## config.mk

```make
export PLATFORM = sky130hd
export DESIGN_NAME = mem_req_axi_master_flat
export DESIGN_NICKNAME = d
export VERILOG_FILES = /design/src/rtl/mem_req_axi_pkg.sv /design/src/rtl/mem_req_axi_if.sv /design/src/rtl/mem_req_axi_master.sv /design/src/flat_wrapper.sv
export SDC_FILE = /design/constraint.sdc
export NUM_CORES = 1
export LEC_CHECK = 0
export ABC_CLOCK_PERIOD_IN_PS = 6600
export CORE_AREA = 3 3 224 226
export DETAILED_ROUTE_END_ITERATION = 6
export DIE_AREA = 0 0 227 229
export PLACE_DENSITY = 0.53
export SLEW_MARGIN = 20
export SYNTH_ARGS = -nofsm -noshare
export SYNTH_HDL_FRONTEND = slang
export SYNTH_SLANG_ARGS = --single-unit
```

## constraint.sdc

```tcl
create_clock -name clk_i -period 6.6 [get_ports clk_i]
set_input_delay 1.32 -clock clk_i [delete_from_list [all_inputs] [get_ports clk_i]]
set_output_delay 1.32 -clock clk_i [all_outputs]
set_load 0.03 [all_outputs]
```

## src/rtl/mem_req_axi_pkg.sv

```systemverilog
// Shared types and AXI field constants for the BRAM-style request to AXI4 master bridge.
// Latency: n/a (declarations only).
// Backpressure: n/a.
package mem_req_axi_pkg;

    typedef enum logic [2:0] {
        ST_IDLE,
        ST_WR,
        ST_WR_RESP,
        ST_RD_ADDR,
        ST_RD_DATA
    } state_e;

    localparam logic [1:0] RESP_OKAY   = 2'b00;
    localparam logic [1:0] RESP_EXOKAY = 2'b01;
    localparam logic [1:0] RESP_SLVERR = 2'b10;
    localparam logic [1:0] RESP_DECERR = 2'b11;

    localparam logic [1:0] BURST_INCR  = 2'b01;
    localparam logic [2:0] SIZE_8B     = 3'b011;

endpackage

```

## src/rtl/mem_req_axi_if.sv

```systemverilog
// AXI4 bus bundle with Master/Slave views.
// Latency: n/a (wiring only).
// Backpressure: standard AXI valid/ready on every channel.
interface AXI_BUS #(
    parameter int unsigned AXI_ADDR_WIDTH = 64,
    parameter int unsigned AXI_DATA_WIDTH = 64,
    parameter int unsigned AXI_ID_WIDTH   = 4,
    parameter int unsigned AXI_USER_WIDTH = 1
);
    localparam int unsigned STRB_WIDTH = AXI_DATA_WIDTH / 8;

    logic [AXI_ID_WIDTH-1:0]   aw_id;
    logic [AXI_ADDR_WIDTH-1:0] aw_addr;
    logic [7:0]                aw_len;
    logic [2:0]                aw_size;
    logic [1:0]                aw_burst;
    logic                      aw_lock;
    logic [3:0]                aw_cache;
    logic [2:0]                aw_prot;
    logic [3:0]                aw_qos;
    logic [3:0]                aw_region;
    logic [5:0]                aw_atop;
    logic [AXI_USER_WIDTH-1:0] aw_user;
    logic                      aw_valid;
    logic                      aw_ready;

    logic [AXI_DATA_WIDTH-1:0] w_data;
    logic [STRB_WIDTH-1:0]     w_strb;
    logic                      w_last;
    logic [AXI_USER_WIDTH-1:0] w_user;
    logic                      w_valid;
    logic                      w_ready;

    logic [AXI_ID_WIDTH-1:0]   b_id;
    logic [1:0]                b_resp;
    logic [AXI_USER_WIDTH-1:0] b_user;
    logic                      b_valid;
    logic                      b_ready;

    logic [AXI_ID_WIDTH-1:0]   ar_id;
    logic [AXI_ADDR_WIDTH-1:0] ar_addr;
    logic [7:0]                ar_len;
    logic [2:0]                ar_size;
    logic [1:0]                ar_burst;
    logic                      ar_lock;
    logic [3:0]                ar_cache;
    logic [2:0]                ar_prot;
    logic [3:0]                ar_qos;
    logic [3:0]                ar_region;
    logic [AXI_USER_WIDTH-1:0] ar_user;
    logic                      ar_valid;
    logic                      ar_ready;

    logic [AXI_ID_WIDTH-1:0]   r_id;
    logic [AXI_DATA_WIDTH-1:0] r_data;
    logic [1:0]                r_resp;
    logic                      r_last;
    logic [AXI_USER_WIDTH-1:0] r_user;
    logic                      r_valid;
    logic                      r_ready;

    modport Master (
        output aw_id, aw_addr, aw_len, aw_size, aw_burst, aw_lock, aw_cache, aw_prot,
               aw_qos, aw_region, aw_atop, aw_user, aw_valid,
        input  aw_ready,
        output w_data, w_strb, w_last, w_user, w_valid,
        input  w_ready,
        input  b_id, b_resp, b_user, b_valid,
        output b_ready,
        output ar_id, ar_addr, ar_len, ar_size, ar_burst, ar_lock, ar_cache, ar_prot,
               ar_qos, ar_region, ar_user, ar_valid,
        input  ar_ready,
        input  r_id, r_data, r_resp, r_last, r_user, r_valid,
        output r_ready
    );

    modport Slave (
        input  aw_id, aw_addr, aw_len, aw_size, aw_burst, aw_lock, aw_cache, aw_prot,
               aw_qos, aw_region, aw_atop, aw_user, aw_valid,
        output aw_ready,
        input  w_data, w_strb, w_last, w_user, w_valid,
        output w_ready,
        output b_id, b_resp, b_user, b_valid,
        input  b_ready,
        input  ar_id, ar_addr, ar_len, ar_size, ar_burst, ar_lock, ar_cache, ar_prot,
               ar_qos, ar_region, ar_user, ar_valid,
        output ar_ready,
        output r_id, r_data, r_resp, r_last, r_user, r_valid,
        input  r_ready
    );

endinterface

```

## src/rtl/mem_req_axi_master.sv

```systemverilog
// Single-outstanding AXI4 master: BRAM-style req/we/addr port to single-beat AXI reads/writes.
// Latency: grant is combinational; completion pulse (rvalid_o) no earlier than 3 cycles after grant.
// Backpressure: gnt_o held off while busy and in the completion cycle; MEM_REQ_ERR_STICKY_EN adds sticky error capture.
module mem_req_axi_master
    import mem_req_axi_pkg::*;
#(
    parameter int unsigned AXI_ID_WIDTH   = 4,
    parameter int unsigned AXI_ADDR_WIDTH = 64,
    parameter int unsigned AXI_DATA_WIDTH = 64,
    parameter int unsigned AXI_USER_WIDTH = 1,
    parameter int unsigned AXI_ID         = 0
) (
    input  logic                      clk_i,
    input  logic                      rst_i,
    input  logic                      req_i,
    input  logic [7:0]                we_i,
    input  logic [AXI_ADDR_WIDTH-1:0] addr_i,
    input  logic [63:0]               wdata_i,
    output logic                      gnt_o,
    output logic                      rvalid_o,
    output logic [63:0]               rdata_o,
    output logic                      err_o,
    output logic                      busy_o,
`ifdef MEM_REQ_ERR_STICKY_EN
    input  logic                      err_clr_i,
    output logic                      err_sticky_o,
    output logic [AXI_ADDR_WIDTH-1:0] err_addr_o,
`endif
    AXI_BUS.Master                    master
);

    if (AXI_DATA_WIDTH != 64) begin : g_bad_data_width
        $error("mem_req_axi_master: AXI_DATA_WIDTH must be 64");
    end

    state_e                    state_q, state_d;
    logic [1:0]                done_q, done_d;
    logic [AXI_ADDR_WIDTH-1:0] addr_q;
    logic [7:0]                we_q;
    logic [63:0]               wdata_q;
    logic [63:0]               rdata_q;
    logic                      rvalid_q;
    logic                      err_q;

    logic grant;
    logic aw_vld, w_vld, aw_hs, w_hs;
    logic b_done, r_done;

    // Completion cycle blocks the grant so a new request never overlaps rvalid_o.
    assign grant  = (state_q == ST_IDLE) && req_i && !rvalid_q && !rst_i;
    assign aw_vld = (state_q == ST_WR) && !done_q[0];
    assign w_vld  = (state_q == ST_WR) && !done_q[1];
    assign aw_hs  = aw_vld && master.aw_ready;
    assign w_hs   = w_vld && master.w_ready;
    assign b_done = (state_q == ST_WR_RESP) && master.b_valid;
    assign r_done = (state_q == ST_RD_DATA) && master.r_valid;

    always_comb begin
        state_d = state_q;
        done_d  = done_q;
        case (state_q)
            ST_IDLE: begin
                done_d = 2'b00;
                if (grant) begin
                    state_d = (we_i != 8'h00) ? ST_WR : ST_RD_ADDR;
                end
            end
            ST_WR: begin
                done_d = done_q | {w_hs, aw_hs};
                if (&done_d) begin
                    state_d = ST_WR_RESP;
                end
            end
            ST_WR_RESP: if (master.b_valid)  state_d = ST_IDLE;
            ST_RD_ADDR: if (master.ar_ready) state_d = ST_RD_DATA;
            ST_RD_DATA: if (master.r_valid)  state_d = ST_IDLE;
            default:    state_d = ST_IDLE;
        endcase
    end

    always_ff @(posedge clk_i or posedge rst_i) begin
        if (rst_i) begin
            state_q  <= ST_IDLE;
            done_q   <= 2'b00;
            addr_q   <= '0;
            we_q     <= 8'h00;
            wdata_q  <= 64'h0;
            rdata_q  <= 64'h0;
            rvalid_q <= 1'b0;
            err_q    <= 1'b0;
        end else begin
            state_q  <= state_d;
            done_q   <= done_d;
            rvalid_q <= b_done || r_done;
            if (grant) begin
                addr_q  <= {addr_i[AXI_ADDR_WIDTH-1:3], 3'b000};
                we_q    <= we_i;
                wdata_q <= wdata_i;
            end
            if (b_done) begin
                err_q   <= master.b_resp[1];
                rdata_q <= 64'h0;
            end else if (r_done) begin
                err_q   <= master.r_resp[1];
                rdata_q <= master.r_data;
            end
        end
    end

`ifdef MEM_REQ_ERR_STICKY_EN
    logic                      err_sticky_q;
    logic [AXI_ADDR_WIDTH-1:0] err_addr_q;
    logic                      err_set;

    assign err_set = (b_done && master.b_resp[1]) || (r_done && master.r_resp[1]);

    // Set beats clear; the first error's address is kept until a clear arrives.
    always_ff @(posedge clk_i or posedge rst_i) begin
        if (rst_i) begin
            err_sticky_q <= 1'b0;
            err_addr_q   <= '0;
        end else if (err_set) begin
            err_sticky_q <= 1'b1;
            if (!err_sticky_q || err_clr_i) begin
                err_addr_q <= addr_q;
            end
        end else if (err_clr_i) begin
            err_sticky_q <= 1'b0;
        end
    end

    assign err_sticky_o = err_sticky_q;
    assign err_addr_o   = err_addr_q;
`endif

    assign gnt_o    = grant;
    assign rvalid_o = rvalid_q;
    assign rdata_o  = rdata_q;
    assign err_o    = err_q;
    assign busy_o   = (state_q != ST_IDLE);

    assign master.aw_id     = AXI_ID_WIDTH'(AXI_ID);
    assign master.aw_addr   = addr_q;
    assign master.aw_len    = 8'd0;
    assign master.aw_size   = SIZE_8B;
    assign master.aw_burst  = BURST_INCR;
    assign master.aw_lock   = 1'b0;
    assign master.aw_cache  = 4'd0;
    assign master.aw_prot   = 3'd0;
    assign master.aw_qos    = 4'd0;
    assign master.aw_region = 4'd0;
    assign master.aw_atop   = 6'd0;
    assign master.aw_user   = '0;
    assign master.aw_valid  = aw_vld;

    assign master.w_data    = wdata_q;
    assign master.w_strb    = we_q;
    assign master.w_last    = 1'b1;
    assign master.w_user    = '0;
    assign master.w_valid   = w_vld;

    assign master.b_ready   = (state_q == ST_WR_RESP);

    assign master.ar_id     = AXI_ID_WIDTH'(AXI_ID);
    assign master.ar_addr   = addr_q;
    assign master.ar_len    = 8'd0;
    assign master.ar_size   = SIZE_8B;
    assign master.ar_burst  = BURST_INCR;
    assign master.ar_lock   = 1'b0;
    assign master.ar_cache  = 4'd0;
    assign master.ar_prot   = 3'd0;
    assign master.ar_qos    = 4'd0;
    assign master.ar_region = 4'd0;
    assign master.ar_user   = '0;
    assign master.ar_valid  = (state_q == ST_RD_ADDR);

    assign master.r_ready   = (state_q == ST_RD_DATA);

    logic unused_sig;
    assign unused_sig = ^{addr_i[2:0], master.b_id, master.b_resp[0], master.b_user,
                          master.r_id, master.r_resp[0], master.r_last, master.r_user};

endmodule

```

## src/flat_wrapper.sv

```systemverilog
// flat-port wrapper written by rule: the top's interface ports become plain ports
module mem_req_axi_master_flat import mem_req_axi_pkg::*;
#(
    parameter int unsigned AXI_ID_WIDTH   = 4,
    parameter int unsigned AXI_ADDR_WIDTH = 64,
    parameter int unsigned AXI_DATA_WIDTH = 64,
    parameter int unsigned AXI_USER_WIDTH = 1,
    parameter int unsigned AXI_ID         = 0
)
  (clk_i, rst_i, req_i, we_i, addr_i, wdata_i, gnt_o, rvalid_o, rdata_o, err_o, busy_o, master_aw_id, master_aw_addr, master_aw_len, master_aw_size, master_aw_burst, master_aw_lock, master_aw_cache, master_aw_prot, master_aw_qos, master_aw_region, master_aw_atop, master_aw_user, master_aw_valid, master_aw_ready, master_w_data, master_w_strb, master_w_last, master_w_user, master_w_valid, master_w_ready, master_b_id, master_b_resp, master_b_user, master_b_valid, master_b_ready, master_ar_id, master_ar_addr, master_ar_len, master_ar_size, master_ar_burst, master_ar_lock, master_ar_cache, master_ar_prot, master_ar_qos, master_ar_region, master_ar_user, master_ar_valid, master_ar_ready, master_r_id, master_r_data, master_r_resp, master_r_last, master_r_user, master_r_valid, master_r_ready);
  AXI_BUS #(.AXI_ADDR_WIDTH(AXI_ADDR_WIDTH), .AXI_DATA_WIDTH(AXI_DATA_WIDTH), .AXI_ID_WIDTH(AXI_ID_WIDTH), .AXI_USER_WIDTH(AXI_USER_WIDTH)) master_i ();
  input  logic clk_i;
  input  logic rst_i;
  input  logic req_i;
  input  logic [7:0] we_i;
  input  logic [AXI_ADDR_WIDTH-1:0] addr_i;
  input  logic [63:0] wdata_i;
  output logic gnt_o;
  output logic rvalid_o;
  output logic [63:0] rdata_o;
  output logic err_o;
  output logic busy_o;
  output wire logic [$bits(master_i.aw_id)-1:0] master_aw_id;
  output wire logic [$bits(master_i.aw_addr)-1:0] master_aw_addr;
  output wire logic [$bits(master_i.aw_len)-1:0] master_aw_len;
  output wire logic [$bits(master_i.aw_size)-1:0] master_aw_size;
  output wire logic [$bits(master_i.aw_burst)-1:0] master_aw_burst;
  output wire logic [$bits(master_i.aw_lock)-1:0] master_aw_lock;
  output wire logic [$bits(master_i.aw_cache)-1:0] master_aw_cache;
  output wire logic [$bits(master_i.aw_prot)-1:0] master_aw_prot;
  output wire logic [$bits(master_i.aw_qos)-1:0] master_aw_qos;
  output wire logic [$bits(master_i.aw_region)-1:0] master_aw_region;
  output wire logic [$bits(master_i.aw_atop)-1:0] master_aw_atop;
  output wire logic [$bits(master_i.aw_user)-1:0] master_aw_user;
  output wire logic [$bits(master_i.aw_valid)-1:0] master_aw_valid;
  input wire logic [$bits(master_i.aw_ready)-1:0] master_aw_ready;
  output wire logic [$bits(master_i.w_data)-1:0] master_w_data;
  output wire logic [$bits(master_i.w_strb)-1:0] master_w_strb;
  output wire logic [$bits(master_i.w_last)-1:0] master_w_last;
  output wire logic [$bits(master_i.w_user)-1:0] master_w_user;
  output wire logic [$bits(master_i.w_valid)-1:0] master_w_valid;
  input wire logic [$bits(master_i.w_ready)-1:0] master_w_ready;
  input wire logic [$bits(master_i.b_id)-1:0] master_b_id;
  input wire logic [$bits(master_i.b_resp)-1:0] master_b_resp;
  input wire logic [$bits(master_i.b_user)-1:0] master_b_user;
  input wire logic [$bits(master_i.b_valid)-1:0] master_b_valid;
  output wire logic [$bits(master_i.b_ready)-1:0] master_b_ready;
  output wire logic [$bits(master_i.ar_id)-1:0] master_ar_id;
  output wire logic [$bits(master_i.ar_addr)-1:0] master_ar_addr;
  output wire logic [$bits(master_i.ar_len)-1:0] master_ar_len;
  output wire logic [$bits(master_i.ar_size)-1:0] master_ar_size;
  output wire logic [$bits(master_i.ar_burst)-1:0] master_ar_burst;
  output wire logic [$bits(master_i.ar_lock)-1:0] master_ar_lock;
  output wire logic [$bits(master_i.ar_cache)-1:0] master_ar_cache;
  output wire logic [$bits(master_i.ar_prot)-1:0] master_ar_prot;
  output wire logic [$bits(master_i.ar_qos)-1:0] master_ar_qos;
  output wire logic [$bits(master_i.ar_region)-1:0] master_ar_region;
  output wire logic [$bits(master_i.ar_user)-1:0] master_ar_user;
  output wire logic [$bits(master_i.ar_valid)-1:0] master_ar_valid;
  input wire logic [$bits(master_i.ar_ready)-1:0] master_ar_ready;
  input wire logic [$bits(master_i.r_id)-1:0] master_r_id;
  input wire logic [$bits(master_i.r_data)-1:0] master_r_data;
  input wire logic [$bits(master_i.r_resp)-1:0] master_r_resp;
  input wire logic [$bits(master_i.r_last)-1:0] master_r_last;
  input wire logic [$bits(master_i.r_user)-1:0] master_r_user;
  input wire logic [$bits(master_i.r_valid)-1:0] master_r_valid;
  output wire logic [$bits(master_i.r_ready)-1:0] master_r_ready;
  assign master_aw_id = master_i.aw_id;
  assign master_aw_addr = master_i.aw_addr;
  assign master_aw_len = master_i.aw_len;
  assign master_aw_size = master_i.aw_size;
  assign master_aw_burst = master_i.aw_burst;
  assign master_aw_lock = master_i.aw_lock;
  assign master_aw_cache = master_i.aw_cache;
  assign master_aw_prot = master_i.aw_prot;
  assign master_aw_qos = master_i.aw_qos;
  assign master_aw_region = master_i.aw_region;
  assign master_aw_atop = master_i.aw_atop;
  assign master_aw_user = master_i.aw_user;
  assign master_aw_valid = master_i.aw_valid;
  assign master_i.aw_ready = master_aw_ready;
  assign master_w_data = master_i.w_data;
  assign master_w_strb = master_i.w_strb;
  assign master_w_last = master_i.w_last;
  assign master_w_user = master_i.w_user;
  assign master_w_valid = master_i.w_valid;
  assign master_i.w_ready = master_w_ready;
  assign master_i.b_id = master_b_id;
  assign master_i.b_resp = master_b_resp;
  assign master_i.b_user = master_b_user;
  assign master_i.b_valid = master_b_valid;
  assign master_b_ready = master_i.b_ready;
  assign master_ar_id = master_i.ar_id;
  assign master_ar_addr = master_i.ar_addr;
  assign master_ar_len = master_i.ar_len;
  assign master_ar_size = master_i.ar_size;
  assign master_ar_burst = master_i.ar_burst;
  assign master_ar_lock = master_i.ar_lock;
  assign master_ar_cache = master_i.ar_cache;
  assign master_ar_prot = master_i.ar_prot;
  assign master_ar_qos = master_i.ar_qos;
  assign master_ar_region = master_i.ar_region;
  assign master_ar_user = master_i.ar_user;
  assign master_ar_valid = master_i.ar_valid;
  assign master_i.ar_ready = master_ar_ready;
  assign master_i.r_id = master_r_id;
  assign master_i.r_data = master_r_data;
  assign master_i.r_resp = master_r_resp;
  assign master_i.r_last = master_r_last;
  assign master_i.r_user = master_r_user;
  assign master_i.r_valid = master_r_valid;
  assign master_r_ready = master_i.r_ready;
  mem_req_axi_master #(.AXI_ID_WIDTH(AXI_ID_WIDTH), .AXI_ADDR_WIDTH(AXI_ADDR_WIDTH), .AXI_DATA_WIDTH(AXI_DATA_WIDTH), .AXI_USER_WIDTH(AXI_USER_WIDTH), .AXI_ID(AXI_ID)) u_core (.clk_i(clk_i), .rst_i(rst_i), .req_i(req_i), .we_i(we_i), .addr_i(addr_i), .wdata_i(wdata_i), .gnt_o(gnt_o), .rvalid_o(rvalid_o), .rdata_o(rdata_o), .err_o(err_o), .busy_o(busy_o), .master(master_i));
endmodule
```

==> run_results.csv, run 1 <==
group,metric,value,unit
synth,synthAdderAreaFrac,0,%
sta,finalCritPeriodShare,65.1,%
critical_path,regToRegSetupSlack,3850,ps
clocking,cts_tree,"done",
job,cap_violations,0,
sta,skew,12.2,ps
synth,synth_edf_count,0,
global_route,grt_pass1_wl,43.0,mm
sta,hold_viol_final,0,
power,p_leak,0.00599,uW
global_route,antenna_found_initial,3,
sta,max_freq,233,MHz
floorplan,dieHeight,229,um
critical_path,required,5280,ps
sta,setup_viol,0,
synth,ys_types,31,
sta,setup_ws,2300,ps
place,dp_hpwl,22.7,mm
power,p_seq_share,28.2,%
critical_path,r2r-end,"u_core.master.ar_addr[7]",
sta,fin_crit,4300,ps
critical_path,end_kind,"output pin",
floorplan,rows,81,
sta,final_max_slew_viol_count,0,
clocking,clock-sinks,204,
synth,seq_area_frac_synth,57.9,%
place,detailedPlace.worstSlack,2220,ps
critical_path,setup.worst_path.class,"input pin to output pin",
worst_hold_path,min_path_type,"register to register",
floorplan,initial_core_util,18.2,%
clocking,hold_buffers,0,
critical_path,cp_max_fo,3,
power,p_sw,3360,uW
global_route,grt_pass1_vias,6776,
cells_and_area,most-common-layout-cells,"473 x clkdlybuf4s50_1, 204 x dfrtp_1, 85 x mux2_2, 82 x conb_1, 53 x nand2_1",
routing,num_vias,6384,
sta,tns,0,ps
synth,synth_area,8820,sq um
clocking,post_cts_buffers,0,
critical_path,worst-r2r-cell-count,5,
clocking,cts.clk_slew.worst_paths,60,ps
power,p_int,4520,uW
floorplan,die-area,52000,sq um
synth,synth_warnings,0,
global_route,grt_use_total,10.9,%
cells_and_area,multi_input_area,2730,sq um
synth,synthSimpleGateAreaFrac,4.13,%
critical_path,critPathLaunchType,"input pin",
synth,synthCells,670,
power,cellPowerDensity,552,nW/um^2
routing,firstDrtPassIters,4,
synth,ys.flop_type,"dfrtp_1",
place,io_buffers,473,
cells_and_area,seq_area,5100,sq um
synth,synth.avg_cell_area,13.2,sq um
floorplan,io_pins,572,
worst_hold_path,holdPathEnd,"u_core.err_o",
clocking,cts-buffers-inserted,25,
global_route,overflow,0,
sta,rsz0062_at_grt,"no",
synth,synth_top_family_by_area,"multiplexers",
floorplan,coreArea,48500,sq um
worst_hold_path,hold_depth,1,
power,vdd_ir_drop_max,0.000255,V
power,p_clk_share,17.7,%
routing,drt-total-wl,29.6,mm
power,pwr-share-comb,54.1,%
place,dp.cells,1676,
worst_hold_path,holdCritStartpoint,"u_core.err_o",
synth,synth-seq-cells,204,
routing,antenna_left,0,
clocking,worstSkewPairLatency,520,ps
critical_path,cp.arrival,2980,ps
sta,slew_headroom,42.3,%
routing,wl_per_cell,17.2,um
floorplan,fp.dieW,227,um
cells_and_area,nets,1304,
clocking,post_cts_resized,0,
cells_and_area,layout_commonest_cell,"clkdlybuf4s50_1",
synth,synthArstFlopShare,100,%
synth,synth-compound-area-share,6.14,%
cells_and_area,synthToLayoutAreaGrowth,62.1,%
synth,muxShareOfSynthArea,17.0,%
cells_and_area,fillers,5053,
place,gp_congestion,0.735,
cells_and_area,drive_gt1_share,13.0,%
sta,tightestPinTransition,866,ps
routing,drc,0,
power,switching_share,42.6,%
cells_and_area,fin_cells,1723,
clocking,htree_levels,1,
routing,drtIter0Drc,151,
critical_path,rr_startpoint,"u_core.state_q[0]",
routing,viasPerCell,3.71,
run_status,outcome,"complete, no violations",
global_route,grt_max_degree,123,
clocking,cts_buffer_depth,3,
clocking,clockRootBuffer,"clkbuf_16",
synth,synth-xor-area-share,0,%
[registers in the layout, summed over array words and instances (netlist names)]
register	cells
u_core.done_q	2
u_core.err_o	1
u_core.master.ar_addr	61
u_core.master.w_data	64
u_core.master.w_strb	8
u_core.rdata_o	64
u_core.rvalid_o	1
u_core.state_q	3
[layer usage]
layer / up-vias / GRT usage [%] / part of all wire, %
met3: 40 / 4.05 / 11
met1: 3096 / 11.8 / 36
met4: 0 / 3.51 / 2.5
met2: 358 / 19.5 / 51
met5: - / 0 / 0
li1: 2890 / - / -
[cell usage after synthesis (2+ instances only)]
cell type	instances	area share [%]
nor3b_1	2	0.17
nor4b_1	3	0.30
conb_1	2	0.085
clkbuf_1	6	0.26
buf_6	7	0.89
inv_1	4	0.17
dfrtp_1	204	58
nor2_1	6	0.26
mux2_1	48	6.1
buf_4	146	12
nor4_1	2	0.14
a21o_1	2	0.17
nand2_1	53	2.3
a21oi_1	28	1.6
mux2_2	85	11
buf_2	18	1.0
a22o_1	40	4.0
[logic make-up (layout without fill, tap and decap cells)]
logic type / count (synthesis) / after routing
compound gates: 75 / 75
mux: 133 / 133
other cells: 2 / 84
simple gates: 75 / 75
flops: 204 / 204
buf+inv: 181 / 530
[layout make-up]
| class | instances | share of cell area [%] |
|---|---|---|
| Antenna cell | 2 | 0.0350 |
| Timing Repair Buffer | 481 | 33.6 |
| Tap cell | 622 | 5.45 |
| Clock inverter | 12 | 0.832 |
| Sequential cell | 204 | 35.7 |
| Inverter | 4 | 0.131 |
| Clock buffer | 33 | 5.08 |
| Multi-Input combinational cell | 365 | 19.1 |
[metrics by stage]
step / util (%) / area, sq um / power (uW) / hold slack, ps
6_report: 29.4 / 14300 / 7890 / 472
3_5_place_dp: 27.7 / 13400 / 6580 / 466
3_3_place_gp: 27.7 / 13400 / 6540 / 458
2_1_floorplan: - / 9120 / 4830 / 485
4_1_cts: 29.4 / 14300 / 8040 / 480
5_1_grt: 29.4 / 14300 / 8310 / 503
[power groups by stage]
stage | Combinational (uW) | Sequential [uW] | Clock, uW
2_1_floorplan | 1500 | 3330 | 0
3_3_place_gp | 4310 | 2230 | 0
3_5_place_dp | 4330 | 2250 | 0
4_1_cts | 4340 | 2240 | 1460
5_1_grt | 4480 | 2320 | 1510
6_report | 4260 | 2230 | 1400
[worst max-delay path, stage by stage]
cell and delay (ps):
clkdlybuf4s50_1 480, nor2_1 200, nand3_4 120, inv_1 90, clkdlybuf4s50_1 770
[how the worst max path moves through the flow]
stage                     start  depth (start not counted)  slack (ps)               end
final                     rst_i                          5        2300             gnt_o
after global routing      rst_i                          5        2170             gnt_o
after CTS                 rst_i                          5        2220             gnt_o
after detailed placement  rst_i                          5        2220             gnt_o
after global placement    rst_i                          5        2250             gnt_o
after floorplan           rst_i                          1        2640  u_core.done_q[0]
No activity file was read; power rests on OpenSTA's default activity.
==> run 2: changes to the inputs <==
ABC_CLOCK_PERIOD_IN_PS = 4490   (was 6600)
CORE_AREA = 3 3 225 227   (was 3 3 224 226)
DIE_AREA = 0 0 228 230   (was 0 0 227 229)
PLACE_DENSITY = 0.51   (was 0.53)
clock period = 4.49 ns   (was 6.6 ns; I/O delays follow)
==> run 2 against run 1 <==
Net effect: global-route usage down 0.50 points; critical path depth unchanged; combinational power grew 47%; first-iteration DRC count up 30%; total power is 46% higher; via count hardly changed; register-to-register slack got worse by 1600 ps; critical path type unchanged; critical endpoint unchanged.
==> run_results.csv, run 2 (same netlist as run 1, synthesis figures left out) <==
group,metric,value,unit
clocking,clockRootBuffer,"clkbuf_16",
power,cellPowerDensity,801,nW/um^2
clocking,cts-buffers-inserted,25,
sta,max_freq,292,MHz
sta,holdWs,479,ps
floorplan,fp.dieW,228,um
global_route,grt_use_met1,11.5,%
run_status,outcome,"complete, no violations",
floorplan,io_pins,572,
clocking,hold_buffers,0,
clocking,htree_levels,1,
floorplan,dieHeight,230,um
critical_path,slowest_delay,710,ps
power,p_leak,0.00601,uW
global_route,grt.met2_usage,17.8,%
cells_and_area,fin_cells,1765,
clocking,cts_buffer_depth,3,
cells_and_area,most-common-layout-cells,"473 x clkdlybuf4s50_1, 204 x dfrtp_1, 85 x mux2_2, 82 x conb_1, 53 x nand2_1",
place,detailedPlace.worstSlack,1010,ps
place,gp_congestion,0.755,
sta,final_max_slew_viol_count,0,
job,cap_violations,0,
sta,setup_viol,0,
routing,drt-total-wl,28.5,mm
clocking,post_cts_buffers,0,
floorplan,die-area,52400,sq um
floorplan,initial_core_util,18.1,%
clocking,worstSkewPairLatency,530,ps
floorplan,rows,81,
sta,slew_headroom,31.1,%
routing,viasPerCell,3.61,
cells_and_area,diodes,0,
critical_path,critPathLaunchType,"input pin",
global_route,antenna_found_initial,0,
critical_path,required,3590,ps
sta,tns,0,ps
routing,antenna_left,0,
place,dp_hpwl,21.5,mm
sta,rsz0062_at_grt,"no",
routing,firstDrtPassIters,4,
routing,drc,0,
global_route,grt_pass1_wl,42.6,mm
clocking,clock-sinks,204,
sta,setup_ws,1070,ps
sta,tightestPinTransition,1030,ps
global_route,grt_pass1_vias,6812,
place,dp.cells,1719,
cells_and_area,nets,1305,
cells_and_area,multi_input_area,2740,sq um
global_route,grt_max_degree,135,
sta,skew,17.0,ps
cells_and_area,layout_commonest_cell,"clkdlybuf4s50_1",
place,io_buffers,473,
clocking,post_cts_resized,0,
global_route,grt_use_total,10.4,%
clocking,cts_tree,"done",
routing,num_vias,6378,
global_route,top_usage_layer,"met2",
critical_path,end_kind,"output pin",
global_route,grtUsageMet3,4.72,%
cells_and_area,drive_gt1_share,12.6,%
global_route,overflow,0,
sta,hold_viol_final,0,
worst_hold_path,min_path_type,"register to register",
critical_path,setup.worst_path.class,"input pin to output pin",
critical_path,cp_max_fo,3,
routing,wl_per_cell,16.2,um
critical_path,crit_path_top_delay_cell,"clkdlybuf4s50_1",
power,vdd_ir_drop_max,0.000319,V
critical_path,cp_cell_sequence,"clkdlybuf4s50_1 -> nor2_1 -> nand3_4 -> inv_1 -> clkdlybuf4s50_1",
routing,drtIter0Drc,197,
cells_and_area,seq_area,5100,sq um
sta,finalCritPeriodShare,76.2,%
cells_and_area,synthToLayoutAreaGrowth,63.0,%
power,p_total,11500,uW
critical_path,path_common_cell,"clkdlybuf4s50_1",
clocking,cts.clk_slew.worst_paths,50,ps
critical_path,cp.arrival,2530,ps
sta,fin_crit,3420,ps
floorplan,coreArea,48800,sq um
cells_and_area,fillers,5072,
-- run 2: cell types whose count changed in the layout (fill, tap and decap cells not counted), sizes merged, moves of 2 or more --
cell      previous run  this run
clkbuf              33        41
clkinvlp             3         1
diode                2         0
clkinv               8         3
-- run 2: layer usage --
layer,wire (um),share of wire (%)
met1,10800,38
met2,13800,48
met3,3310,12
met4,680,2.4
met5,0,0
-- run 2: worst paths after layout --
kind / from / to / slack [ps] / cells after the start
setup reg to reg: u_core.state_q[1] / u_core.rdata_o[4] / 2210 / 3
max in group asynchronous: rst_i / u_core.master.w_data[16] / 2590 / 3
hold / removal: u_core.err_o / u_core.err_o / 480 / 1
hold reg to reg: u_core.err_o / u_core.err_o / 480 / 1
min in group asynchronous: rst_i / u_core.state_q[1] / 1030 / 2
setup / recovery: rst_i / gnt_o / 1070 / 5
-- run 2: area by class of cell --
type,count,share of cell area (%)
repair buffers,482,33.8
well taps,664,5.78
inverters,4,0.131
flip-flops and latches,204,35.5
clock inverters,5,0.374
clock buffers,41,5.40
multi-input cells,365,19.1
-- run 2: per-stage QoR --
step,cell area (sq um),util [%]
global placement,13500,27.7
floorplan,9120,-
finish,14400,29.4
global route,14400,29.4
CTS,14400,29.4
detailed placement,13500,27.7
-- run 2: worst max-delay path: cells and delay by family --
| kind | cells | cell delay (ps) |
|---|---|---|
| buf+inv | 3 | 1290 |
| simple gates | 2 | 340 |
-- run 2: power by group --
group | internal (uW) | switching [uW] | total, uW | leakage [uW]
Combinational | 2710 | 3540 | 6250 | 0.00306
Sequential | 2700 | 557 | 3260 | 0.00254
Clock | 1230 | 785 | 2010 | 0.000411
Total | 6640 | 4880 | 11500 | 0.00601
==> run 3: changes to the inputs <==
ABC_CLOCK_PERIOD_IN_PS = 3330   (was 4490)
clock period = 3.33 ns   (was 4.49 ns; I/O delays follow)
==> run 3 against run 2 <==
Net effect: clock-buffer cell count decreased by 2; sequential cell count unchanged; die area unchanged; register-to-register slack got worse by 860 ps; clock power increased by 42%; largest cell class unchanged; largest power group unchanged; total power increased by 36%; combinational power increased by 35%; final area increased by 0.52%; core utilization increased by 0.15 points.
==> run_results.csv, run 3 (same netlist as run 1, synthesis figures left out) <==
group,metric,value,unit
sta,tns,0,ps
clocking,cts.clk_slew.worst_paths,60,ps
global_route,grt_pass1_wl,42.2,mm
critical_path,crit_path_top_delay_cell,"clkdlybuf4s50_1",
clocking,post_cts_resized,0,
clocking,cts_buffer_depth,3,
critical_path,slowest_delay,710,ps
clocking,clock-sinks,204,
routing,num_vias,6376,
routing,viasPerCell,3.60,
place,io_buffers,473,
cells_and_area,drive_gt1_share,13.4,%
global_route,grt_use_total,10.2,%
cells_and_area,layout_commonest_cell,"clkdlybuf4s50_1",
global_route,grt_max_degree,89,
power,p_leak,0.00605,uW
sta,rsz0062_at_grt,"no",
critical_path,required,2660,ps
routing,drc,0,
global_route,grt_pass1_vias,6731,
floorplan,dieHeight,230,um
sta,holdWs,478,ps
place,detailedPlace.worstSlack,825,ps
critical_path,end_kind,"output pin",
sta,setup_viol,0,
floorplan,fp.dieW,228,um
sta,skew,17.7,ps
floorplan,io_pins,572,
power,p_sw,6620,uW
critical_path,setup.worst_path.class,"register to output pin",
global_route,overflow,0,
floorplan,coreArea,48800,sq um
power,vdd_ir_drop_max,0.000482,V
power,cellPowerDensity,1080,nW/um^2
sta,fin_crit,3070,ps
critical_path,cp.arrival,2400,ps
clocking,clockRootBuffer,"clkbuf_16",
routing,antenna_left,0,
power,pwr-share-comb,53.7,%
clocking,hold_buffers,0,
cells_and_area,nets,1308,
floorplan,rows,81,
place,dpl_cell_area,13600,sq um
routing,drt-total-wl,28.5,mm
sta,final_max_slew_viol_count,0,
routing,firstDrtPassIters,4,
routing,drtIter0Drc,198,
cells_and_area,seq_area,5100,sq um
power,p_int,9050,uW
place,dp_hpwl,21.6,mm
clocking,cts_tree,"done",
floorplan,die-area,52400,sq um
clocking,post_cts_buffers,0,
cells_and_area,synthToLayoutAreaGrowth,63.9,%
sta,finalCritPeriodShare,92.1,%
sta,tightestPinTransition,583,ps
cells_and_area,multi_input_area,2740,sq um
place,gp_congestion,0.748,
job,cap_violations,0,
cells_and_area,postLayoutCellArea,14500,sq um
worst_hold_path,min_path_type,"register to register",
power,p_seq_share,28.1,%
sta,max_freq,326,MHz
power,p_clk_share,18.2,%
sta,setup_ws,263,ps
cells_and_area,fillers,5040,
clocking,htree_levels,1,
run_status,outcome,"complete, no violations",
critical_path,cp_max_fo,12,
global_route,antenna_found_initial,1,
sta,hold_viol_final,0,
clocking,cts-buffers-inserted,26,
routing,wl_per_cell,16.1,um
critical_path,cp_cell_sequence,"nor2_1 -> nand2_1 -> nor2_1 -> clkdlybuf4s50_1",
critical_path,critPathLaunchType,"register",
critical_path,path_common_cell,"nor2_1",
sta,slew_headroom,61.1,%
clocking,worstSkewPairLatency,540,ps
cells_and_area,most-common-layout-cells,"472 x clkdlybuf4s50_1, 204 x dfrtp_1, 85 x mux2_2, 82 x conb_1, 53 x nand2_1",
power,switching_share,42.2,%
floorplan,initial_core_util,18.1,%
==> run 3: cell count changes in the layout (fill, tap and decap cells not counted), moves of 2 or more <==
cell	delta
clkbuf_8	+2
clkbuf_1	-5
clkinv_2	+2
buf_4	+3
==> run 3: power by group through the flow <==
stage | sequential, uW | combinational (uW) | clock [uW]
5_1_grt | 4570 | 8760 | 3080
6_report | 4400 | 8410 | 2850
3_3_place_gp | 4410 | 8500 | 0
2_1_floorplan | 6600 | 2970 | 0
4_1_cts | 4430 | 8530 | 2990
3_5_place_dp | 4440 | 8530 | 0
==> run 3: through the flow <==
stage               util [%]  power [uW]  instances
CTS                     29.6       15900       1768
global route            29.6       16400       1769
detailed placement      27.8       13000       1721
floorplan                  -        9570        750
global placement        27.8       12900       1721
finish                  29.6       15700       1769
==> run 3: critical path, delay by kind of cell, from the launching register on <==
family	cells	cell delay, ps
buf+inv	1	710
simple gates	3	610
flops	1	540
==> run 3: routing by layer <==
layer / vias up / share of wire, % / track usage [%]
li1: 2902 / - / -
met5: - / 0 / 0
met2: 346 / 49 / 17.7
met3: 40 / 12 / 4.70
met1: 3088 / 38 / 11.3
met4: 0 / 2.2 / 3.04
==> run 3: final timing paths <==
check                                  start  slack, ps                        end  depth (start not counted)
max reg2reg                u_core.state_q[0]       1350   u_core.master.w_data[34]                          4
min                             u_core.err_o        480               u_core.err_o                          1
max                        u_core.state_q[2]        260             master_w_valid                          4
min in group asynchronous              rst_i        720          u_core.state_q[2]                          3
min reg2reg                     u_core.err_o        480               u_core.err_o                          1
max in group asynchronous              rst_i       2140  u_core.master.ar_addr[13]                          3
==> run 3: layout make-up <==
type                            count  share of cell area, %
Sequential cell                   204                   35.3
Multi-Input combinational cell    365                   19.0
Inverter                            4                  0.130
Timing Repair Buffer              484                   33.7
Antenna cell                        1                 0.0173
Tap cell                          664                   5.75
Clock buffer                       39                   5.60
Clock inverter                      8                  0.554
